**src/rtl/dp_acc_pkg.sv**
```systemverilog
// dp_acc_pkg: default widths and FSM state type
// shared by the dp_acc_seq accumulator and its align/add datapath.
package dp_acc_pkg;

  localparam int MANT_W_DEF = 52;
  localparam int EXP_W_DEF  = 8;
  localparam int LEN_W_DEF  = 4;

  typedef enum logic [1:0] {
    IDLE  = 2'd0,
    ACCUM = 2'd1,
    DONE  = 2'd2
  } state_e;

endpackage

```
**src/rtl/dp_acc_seq_align_add.sv**
```systemverilog
// dp_align_add: exponent-align two signed mantissas, add, flag overflow.
// Build option DP_ACC_SAT_EN saturates the sum instead of wrapping.
module dp_align_add #(
  parameter int MANT_W = 52,
  parameter int EXP_W  = 8
) (
  input  logic [MANT_W-1:0] acc_i,
  input  logic [EXP_W-1:0]  acc_exp_i,
  input  logic [MANT_W-1:0] mant_i,
  input  logic [EXP_W-1:0]  exp_i,
  output logic [MANT_W-1:0] sum_o,
  output logic [EXP_W-1:0]  exp_o,
  output logic              ovf_o
);

  logic              acc_big;
  logic [EXP_W-1:0]  diff;
  int unsigned       sh;
  logic [MANT_W-1:0] acc_sh;
  logic [MANT_W-1:0] mant_sh;
  logic [MANT_W-1:0] op_a;
  logic [MANT_W-1:0] op_b;
  logic [MANT_W-1:0] sum_raw;

  always_comb begin
    acc_big = (acc_exp_i >= exp_i);
    diff    = acc_big ? (acc_exp_i - exp_i)
                      : (exp_i - acc_exp_i);
    // shifting by MANT_W-1 already yields pure sign fill
    sh = (32'(diff) >= 32'(MANT_W - 1))
       ? 32'(MANT_W - 1) : 32'(diff);
    acc_sh  = $signed(acc_i) >>> sh;
    mant_sh = $signed(mant_i) >>> sh;
    op_a    = acc_big ? acc_i : acc_sh;
    op_b    = acc_big ? mant_sh : mant_i;
    sum_raw = op_a + op_b;
    ovf_o   = (op_a[MANT_W-1] == op_b[MANT_W-1])
           && (sum_raw[MANT_W-1] != op_a[MANT_W-1]);
    exp_o   = acc_big ? acc_exp_i : exp_i;
`ifdef DP_ACC_SAT_EN
    if (ovf_o)
      sum_o = op_a[MANT_W-1] ? {1'b1, {(MANT_W-1){1'b0}}}
                             : {1'b0, {(MANT_W-1){1'b1}}};
    else
      sum_o = sum_raw;
`else
    sum_o = sum_raw;
`endif
  end

endmodule

```
**src/rtl/dp_acc_seq.sv**
```systemverilog
// dp_acc_seq: sequential block-floating-point accumulator (IDLE/ACCUM/DONE).
// Saturating adds are selected at build time with DP_ACC_SAT_EN.
module dp_acc_seq
  import dp_acc_pkg::*;
#(
  parameter int MANT_W = MANT_W_DEF,
  parameter int EXP_W  = EXP_W_DEF,
  parameter int LEN_W  = LEN_W_DEF
) (
  input  logic              clk,
  input  logic              rst,
  input  logic              start,
  input  logic [LEN_W-1:0]  job_len,
  input  logic              in_valid,
  output logic              in_ready,
  input  logic [EXP_W-1:0]  in_exp,
  input  logic [MANT_W-1:0] in_mant,
  output logic              out_valid,
  input  logic              out_ready,
  output logic [MANT_W-1:0] out_mant_pos,
  output logic              out_sign,
  output logic [EXP_W-1:0]  out_exp,
  output logic              ovf,
  output logic              busy
);

  state_e            state_q;
  logic [LEN_W-1:0]  cnt_q;
  logic [MANT_W-1:0] acc_q;
  logic [EXP_W-1:0]  acc_exp_q;
  logic              ovf_q;
  logic              first_q;
  logic [MANT_W-1:0] mag_q;
  logic              sign_q;
  logic [EXP_W-1:0]  oexp_q;

  logic [MANT_W-1:0] sum;
  logic [EXP_W-1:0]  sum_exp;
  logic              add_ovf;
  logic [MANT_W-1:0] acc_d;
  logic [EXP_W-1:0]  exp_d;
  logic              ovf_d;
  logic [MANT_W-1:0] mag_d;

  dp_align_add #(
    .MANT_W (MANT_W),
    .EXP_W  (EXP_W)
  ) u_align_add (
    .acc_i     (acc_q),
    .acc_exp_i (acc_exp_q),
    .mant_i    (in_mant),
    .exp_i     (in_exp),
    .sum_o     (sum),
    .exp_o     (sum_exp),
    .ovf_o     (add_ovf)
  );

  always_comb begin
    acc_d = first_q ? in_mant : sum;
    exp_d = first_q ? in_exp : sum_exp;
    ovf_d = ovf_q | (~first_q & add_ovf);
    mag_d = acc_d[MANT_W-1] ? (~acc_d + MANT_W'(1)) : acc_d;
  end

  always_ff @(posedge clk or posedge rst) begin
    if (rst) begin
      state_q   <= IDLE;
      cnt_q     <= '0;
      acc_q     <= '0;
      acc_exp_q <= '0;
      ovf_q     <= 1'b0;
      first_q   <= 1'b0;
      mag_q     <= '0;
      sign_q    <= 1'b0;
      oexp_q    <= '0;
    end else begin
      unique case (state_q)
        IDLE: if (start) begin
          cnt_q     <= job_len;
          acc_q     <= '0;
          acc_exp_q <= '0;
          ovf_q     <= 1'b0;
          first_q   <= 1'b1;
          if (job_len == '0) begin
            state_q <= DONE;
            mag_q   <= '0;
            sign_q  <= 1'b0;
            oexp_q  <= '0;
          end else begin
            state_q <= ACCUM;
          end
        end
        ACCUM: if (in_valid) begin
          acc_q     <= acc_d;
          acc_exp_q <= exp_d;
          ovf_q     <= ovf_d;
          first_q   <= 1'b0;
          cnt_q     <= cnt_q - LEN_W'(1);
          if (cnt_q == LEN_W'(1)) begin
            state_q <= DONE;
            mag_q   <= mag_d;
            sign_q  <= acc_d[MANT_W-1];
            oexp_q  <= exp_d;
          end
        end
        DONE: if (out_ready) state_q <= IDLE;
        default: state_q <= IDLE;
      endcase
    end
  end

  assign in_ready     = (state_q == ACCUM);
  assign out_valid    = (state_q == DONE);
  assign busy         = (state_q != IDLE);
  assign out_mant_pos = mag_q;
  assign out_sign     = sign_q;
  assign out_exp      = oexp_q;
  assign ovf          = ovf_q;

endmodule

```
**config.mk**
```make
export PLATFORM = sky130hd
export DESIGN_NAME = dp_acc_seq
export DESIGN_NICKNAME = d
export VERILOG_FILES = /design/src/rtl/dp_acc_pkg.sv /design/src/rtl/dp_acc_seq_align_add.sv /design/src/rtl/dp_acc_seq.sv
export SDC_FILE = /design/constraint.sdc
export NUM_CORES = 1
export LEC_CHECK = 0
export BUFFER_PORTS_ARGS = -buffer_cell sky130_fd_sc_hd__clkbuf_2
export CAP_MARGIN = 10
export CORE_MARGIN = 3
export CORE_UTILIZATION = 42
export DETAILED_ROUTE_END_ITERATION = 6
export PLACE_DENSITY = 0.61
export SLEW_MARGIN = 20
export SYNTH_ARGS = -nofsm -noshare
export SYNTH_HDL_FRONTEND = slang
export SYNTH_SLANG_ARGS = --single-unit
```
**constraint.sdc**
```tcl
create_clock -name clk -period 23 [get_ports clk]
set_input_delay 3.45 -clock clk [delete_from_list [all_inputs] [get_ports clk]]
set_output_delay 3.45 -clock clk [all_outputs]
set_load 0.005 [all_outputs]
```
Word-level counts from Yosys, hierarchy flattened --
Index checks and enable logic that the tools add are counted.
Storage, ports and cells: bits in registers 129, bits of input ports 69, word-level logic and storage cells 84
Operators by class: $add $sub $neg 5, magnitude comparators 2, equal/unequal tests 10, shift operators 2, muxes and demuxes 44, bitwise logic cells 4, reduce and logical (&&, ||, !) cells 8
Operators with widths (count):
- two-way mux 52 bit | 10
- one-hot mux 52 bit (2 select lines) | 2
- >>> shifter 52 x 32 -> 52 bit | 2
- two-way mux 8 bit | 10
- adder 52 x 1 -> 52 bit, second input constant | 1
- adder 52 bit | 1
- NOT 52 bit | 1
- one-hot mux 8 bit (2 select lines) | 2
- subtractor 8 bit | 2
- two-way mux 2 bit | 5
- >= comparator 8 x 6 -> 1 bit, second input constant | 1
- >= comparator 8 bit | 1
- two-way mux 1 bit | 8
- two-way mux 4 bit | 2
- one-hot mux 4 bit (2 select lines) | 1
- != test 2 bit, second input constant | 3
- one-hot mux 1 bit (2 select lines) | 3
- one-hot mux 2 bit (3 select lines) | 1
- AND reduction 5 bit | 1
- equality test 4 x 1 -> 1 bit, second input constant | 1
- zero test 4 bit | 1
- != test 2 x 1 -> 1 bit, second input constant | 2
- AND reduction 4 bit | 1
- nonzero test 2 bit | 2
- other kinds (11) | 11

Logic depth before layout (Yosys ltp) --
depth after elaboration 14, gate-level depth with buffers 35, gate-level depth less buffers 30

Hierarchy --
A second synthesis with hierarchy kept.
Unflattened totals: cells, all modules 2785, area total of the unflattened synthesis 19588.8 µm²
Modules (own cells, without submodules):
- dp_align_add | times used 1, cells each 1946, area an instance 11984.0 µm²
- dp_acc_seq | times used 1, cells each 839, area an instance 7604.8 µm²

Worst setup path after synthesis --
Ideal clock, no wire load.
path type input port to flip-flop, start in in_exp[0], end reg mag_q[50] (netlist: out_mant_pos[50]), setup time 131 ps, arrival 10452 ps, required time 22869 ps, slack 12418 ps, cell stages on the path 30, path through ha_1 -> inv_1 -> fa_1 -> a21o_1 -> a211oi_2 -> o21ai_1 -> buf_2 -> a41oi_1 -> a22oi_1 -> a21oi_1 -> or3_1 -> buf_2 -> buf_2 -> clkbuf_1 -> o221ai_1 -> nand3_1 -> o221ai_1 -> o31ai_1 -> ha_1 -> a211oi_2 -> o211ai_1 -> a21o_1 -> and4b_4 -> or3_1 -> a311o_1 -> or4b_4 -> or4b_1 -> o41ai_2 -> xnor2_1 -> o21ai_1
On the way: cells in the longest elaborated chain, start to end 14, elaborated cells on any way between the ends 18, classes of those cells add/sub (4); order compare (2); shift (2); mux (9); bitwise (1)
Ends and longest elaborated chain:
- from (decl) | line dp_acc_seq.sv:16 | input logic [EXP_W-1:0] in_exp,
- subtractor 8 bit, or another cell as far along | line dp_acc_seq_align_add.sv:28 | : (exp_i - acc_exp_i);
- two-way mux 8 bit | line dp_acc_seq_align_add.sv:27 | diff = acc_big ? (acc_exp_i - exp_i)
- >= comparator 8 x 6 -> 1 bit | line dp_acc_seq_align_add.sv:30 | sh = (32'(diff) >= 32'(MANT_W - 1))
- two-way mux 8 bit | line dp_acc_seq_align_add.sv:31 | ? 32'(MANT_W - 1) : 32'(diff);
- >>> shifter 52 x 32 -> 52 bit (on tied branches) | line dp_acc_seq_align_add.sv:32, dp_acc_seq_align_add.sv:33
- two-way mux 52 bit (on tied branches) | line dp_acc_seq_align_add.sv:34, dp_acc_seq_align_add.sv:35
- adder 52 bit (*) | line dp_acc_seq_align_add.sv:36 | sum_raw = op_a + op_b;
- two-way mux 52 bit (*) | line dp_acc_seq.sv:59 | acc_d = first_q ? in_mant : sum;
- NOT 52 bit | line dp_acc_seq.sv:62 | mag_d = acc_d[MANT_W-1] ? (~acc_d + MANT_W'(1)) : acc_d;
- adder 52 x 1 -> 52 bit | line dp_acc_seq.sv:62
- two-way mux 52 bit (*) | line dp_acc_seq.sv:62
- two-way mux 52 bit (*) | line dp_acc_seq.sv:99 | if (cnt_q == LEN_W'(1)) begin
- two-way mux 52 bit (*) | line dp_acc_seq.sv:93 | ACCUM: if (in_valid) begin
- one-hot mux 52 bit (2 select lines) (*) | line dp_acc_seq.sv:77 | unique case (state_q)
- to (signal assigned) | line dp_acc_seq.sv:101 | mag_q <= mag_d;
- to (decl) | line dp_acc_seq.sv:33 | logic [MANT_W-1:0] mag_q;
Mark *: on every way between the ends. The rest lies on a longest branch, timed or not. The select of a mux whose other input is x is not followed. A chain may end at the register's enable or synchronous reset.

Final worst setup path --
Ends and elaborated chain as after synthesis.

==> run metrics <==
average wire length per cell after detail routing 31.2 um; critical path arrival 14520 ps; Clk Tree Root Cell clkbuf_16; 1st-iter DRT viols 4235; CTS Buf Count 17; Netlist cell types 94; pre-CTS WS 8710 ps; violated checks design-rule violations; ranking of synthesized cells by area dfrtp_1 (17%), nand2_1 (8.9%), mux2i_1 (5.9%); worst min-delay path category reg2reg; combined global-route utilization of all metal layers 0.423; type of the setup path with the least slack in2reg; critical path's largest stage delay 920 ps; count leader, synth nand2_1; worst r2r dst out_mant_pos[50]$_DFFE_PP0P_; antenna violations before repair 3; Initial DRT Pass Iterations 7; area enclosed by the die boundary 48000 sq um; setup repair after global routing missed its margin no; synthesized netlist net count 2935; largest area contributor in the synthesized netlist dfrtp_1; I/O pin total 134; number of sinks on the clock net 129; final count of hold timing violations 0; terminating pin of the worst hold path out_mant_pos[35]$_DFFE_PP0P_; area of the core 44500 sq um; depth of the worst hold-timing path 2; wire length of the first global-routing pass 150000 um; Synth top cells by count nand2_1 (454), nor2_1 (276), o21ai_0 (209), a21oi_1 (184), clkbuf_1 (164); fraction of registers with async set/reset 1.00; Post-CTS Hold Buffers 0; buffers inserted by post-CTS timing repair 0; flip-flop and latch count after synthesis 129; reg-to-reg slack, setup 11500 ps; Area Overhead vs Synth 8.02%; final period demand of the worst path 14210 ps; wire length after detailed routing 105000 um; post-cts gate resize count 0; DR DRC count 1; total of warnings raised by yosys 0; Avg Synthesized Cell Area 6.82 sq um; worst slew margin relative to its limit 0.199; vias in the first global route 21500; count of nets after finishing 2891; final clock period utilization by the worst path 0.618; sort of element at the start of the critical path input pin; required arrival time at the worst endpoint 23320 ps; Most common cell on crit path buf_4; proportion of layout cells with a drive suffix above 1 0.106; clk slew on worst S/H paths 60 ps; number of vias after detailed routing 23900; Horiz. Die Dim 219 um; pin count of the biggest net entering global routing 78; sequential cell area fraction in the yosys report 0.169; starting density of the core 0.428; Maximum Capacitance Violations 0; vias per inst 7.12; CTS Buffer Depth 2; number of placement rows 77; number of enable-type register cells in the synthesized netlist 0; Fin Hold WS 478 ps; Highest Clock Rate 70.4 MHz; worst r2r src acc_exp_q[0]$_DFFE_PP0P_; summed negative setup slack over all endpoints 0 ps; HPWL after detailed placement 79300 um; final count of negative-setup-slack endpoints 0; remaining number of nets flagged by the antenna check after routing 0; worst r2r path cells 29; number of standard cells after synthesis 2794; Worst Clk Skew 15.9 ps; slowest cell on the critical path a2111oi_0; later-pin clock latency in the skew report 480 ps; total count of max-transition violations in the final report 0; crit path max fanout 71; CTS H-tree depth 4; endpoint type of the worst setup path register; Primary FF master, synth dfrtp_1; TritonCTS clock tree yes; top-area cell type share of the netlist area 0.169; source of the worst hold timing path out_mant_pos[35]$_DFFE_PP0P_; setup slack after layout 8790 ps; GR Overflow Total 0; Worst-Margin Slew 1170 ps; combined area of all synthesized cells 19100 sq um; run status finished, violations left; y dimension of the die 219 um; Final GP Congestion 1.11; Port-buffer cells 133
placed cells by master, fill, tap and decap left out, types with 40 or more instances in the layout:
cell,count
a211oi_1,40
a21oi_1,184
a22o_1,50
a31oi_1,66
buf_4,50
clkbuf_2,133
dfrtp_1,128
ha_1,68
inv_1,53
mux2i_1,111
nand2_1,454
nand3_1,51
nand4_1,47
nor2_1,272
nor3_1,47
o211ai_1,50
o21ai_0,209
o21ai_1,54
o221ai_1,52
o22ai_1,80
xnor2_1,41
through the flow:
step | util | cell area [sq um] | std cells
floorplan | - | 19100 | 2794
global placement | 0.449 | 20000 | 3323
detailed placement | 0.449 | 20000 | 3323
CTS | 0.462 | 20600 | 3354
global route | 0.462 | 20600 | 3354
finish | 0.463 | 20600 | 3355
area by class of cell:
cell class                      count  area (sq um)
Antenna cell                        1          2.50
Clock buffer                       17           425
Clock inverter                     14           154
Fill cell                        4667         23900
Inverter                           55           211
Multi-Input combinational cell   2364         14800
Sequential cell                   129          3230
Tap cell                          592           741
Timing Repair Buffer              183          1040
kinds of logic (layout without fill, tap and decap cells):
logic type      Yosys count  count (layout)  share of synthesized area
buf+inv                 301             269                     0.0631
flops                   129             129                      0.169
mux                     135             135                     0.0725
fa+ha+maj                72              72                     0.0485
simple gates           1015            1015                      0.237
xor+xnor                 75              75                     0.0349
compound gates         1067            1067                      0.375
other cells               0               1                          0
state kept, by name, indices dropped and copies added, names as in the netlist:
signal	count
acc_q	52
acc_exp_q	8
out_sign	1
out_exp	8
ovf	1
state_q	2
first_q	1
cnt_q	4
out_mant_pos	52
how the worst max path moves through the flow:
stage                    from                            to  slack [ps]  depth (start not counted)
detailed placement  in_exp[0]  out_mant_pos[50]$_DFFE_PP0P_        8710                         30
CTS                 in_exp[0]  out_mant_pos[50]$_DFFE_PP0P_        9220                         30
finish              in_exp[0]  out_mant_pos[50]$_DFFE_PP0P_        8790                         31
global route        in_exp[0]  out_mant_pos[45]$_DFFE_PP0P_        8380                         30
global placement    in_exp[0]  out_mant_pos[50]$_DFFE_PP0P_        8880                         31
floorplan           in_exp[0]  out_mant_pos[50]$_DFFE_PP0P_       12420                         30
layer usage:
metal	GRT usage	vias up	wire length (um)
met3	0.132	319	13900
li1	-	10400	-
met4	0.197	4	5660
met5	0	-	26
met1	0.584	11500	42900
met2	0.595	1694	42300
worst max-delay path: cells and delay by family:
kind | cells | cell delay, ps
XOR/XNOR | 2 | 360
multiplexers | 2 | 900
adder cells (fa/ha/maj) | 2 | 1400
AO/OA/AOI/OAI | 14 | 5490
buffers and inverters | 5 | 1460
AND/OR/NAND/NOR | 6 | 1360
Power is left out: the tool's default activity adds up to more than one toggle a clock period on the data nets, which glitch-free logic cannot reach.
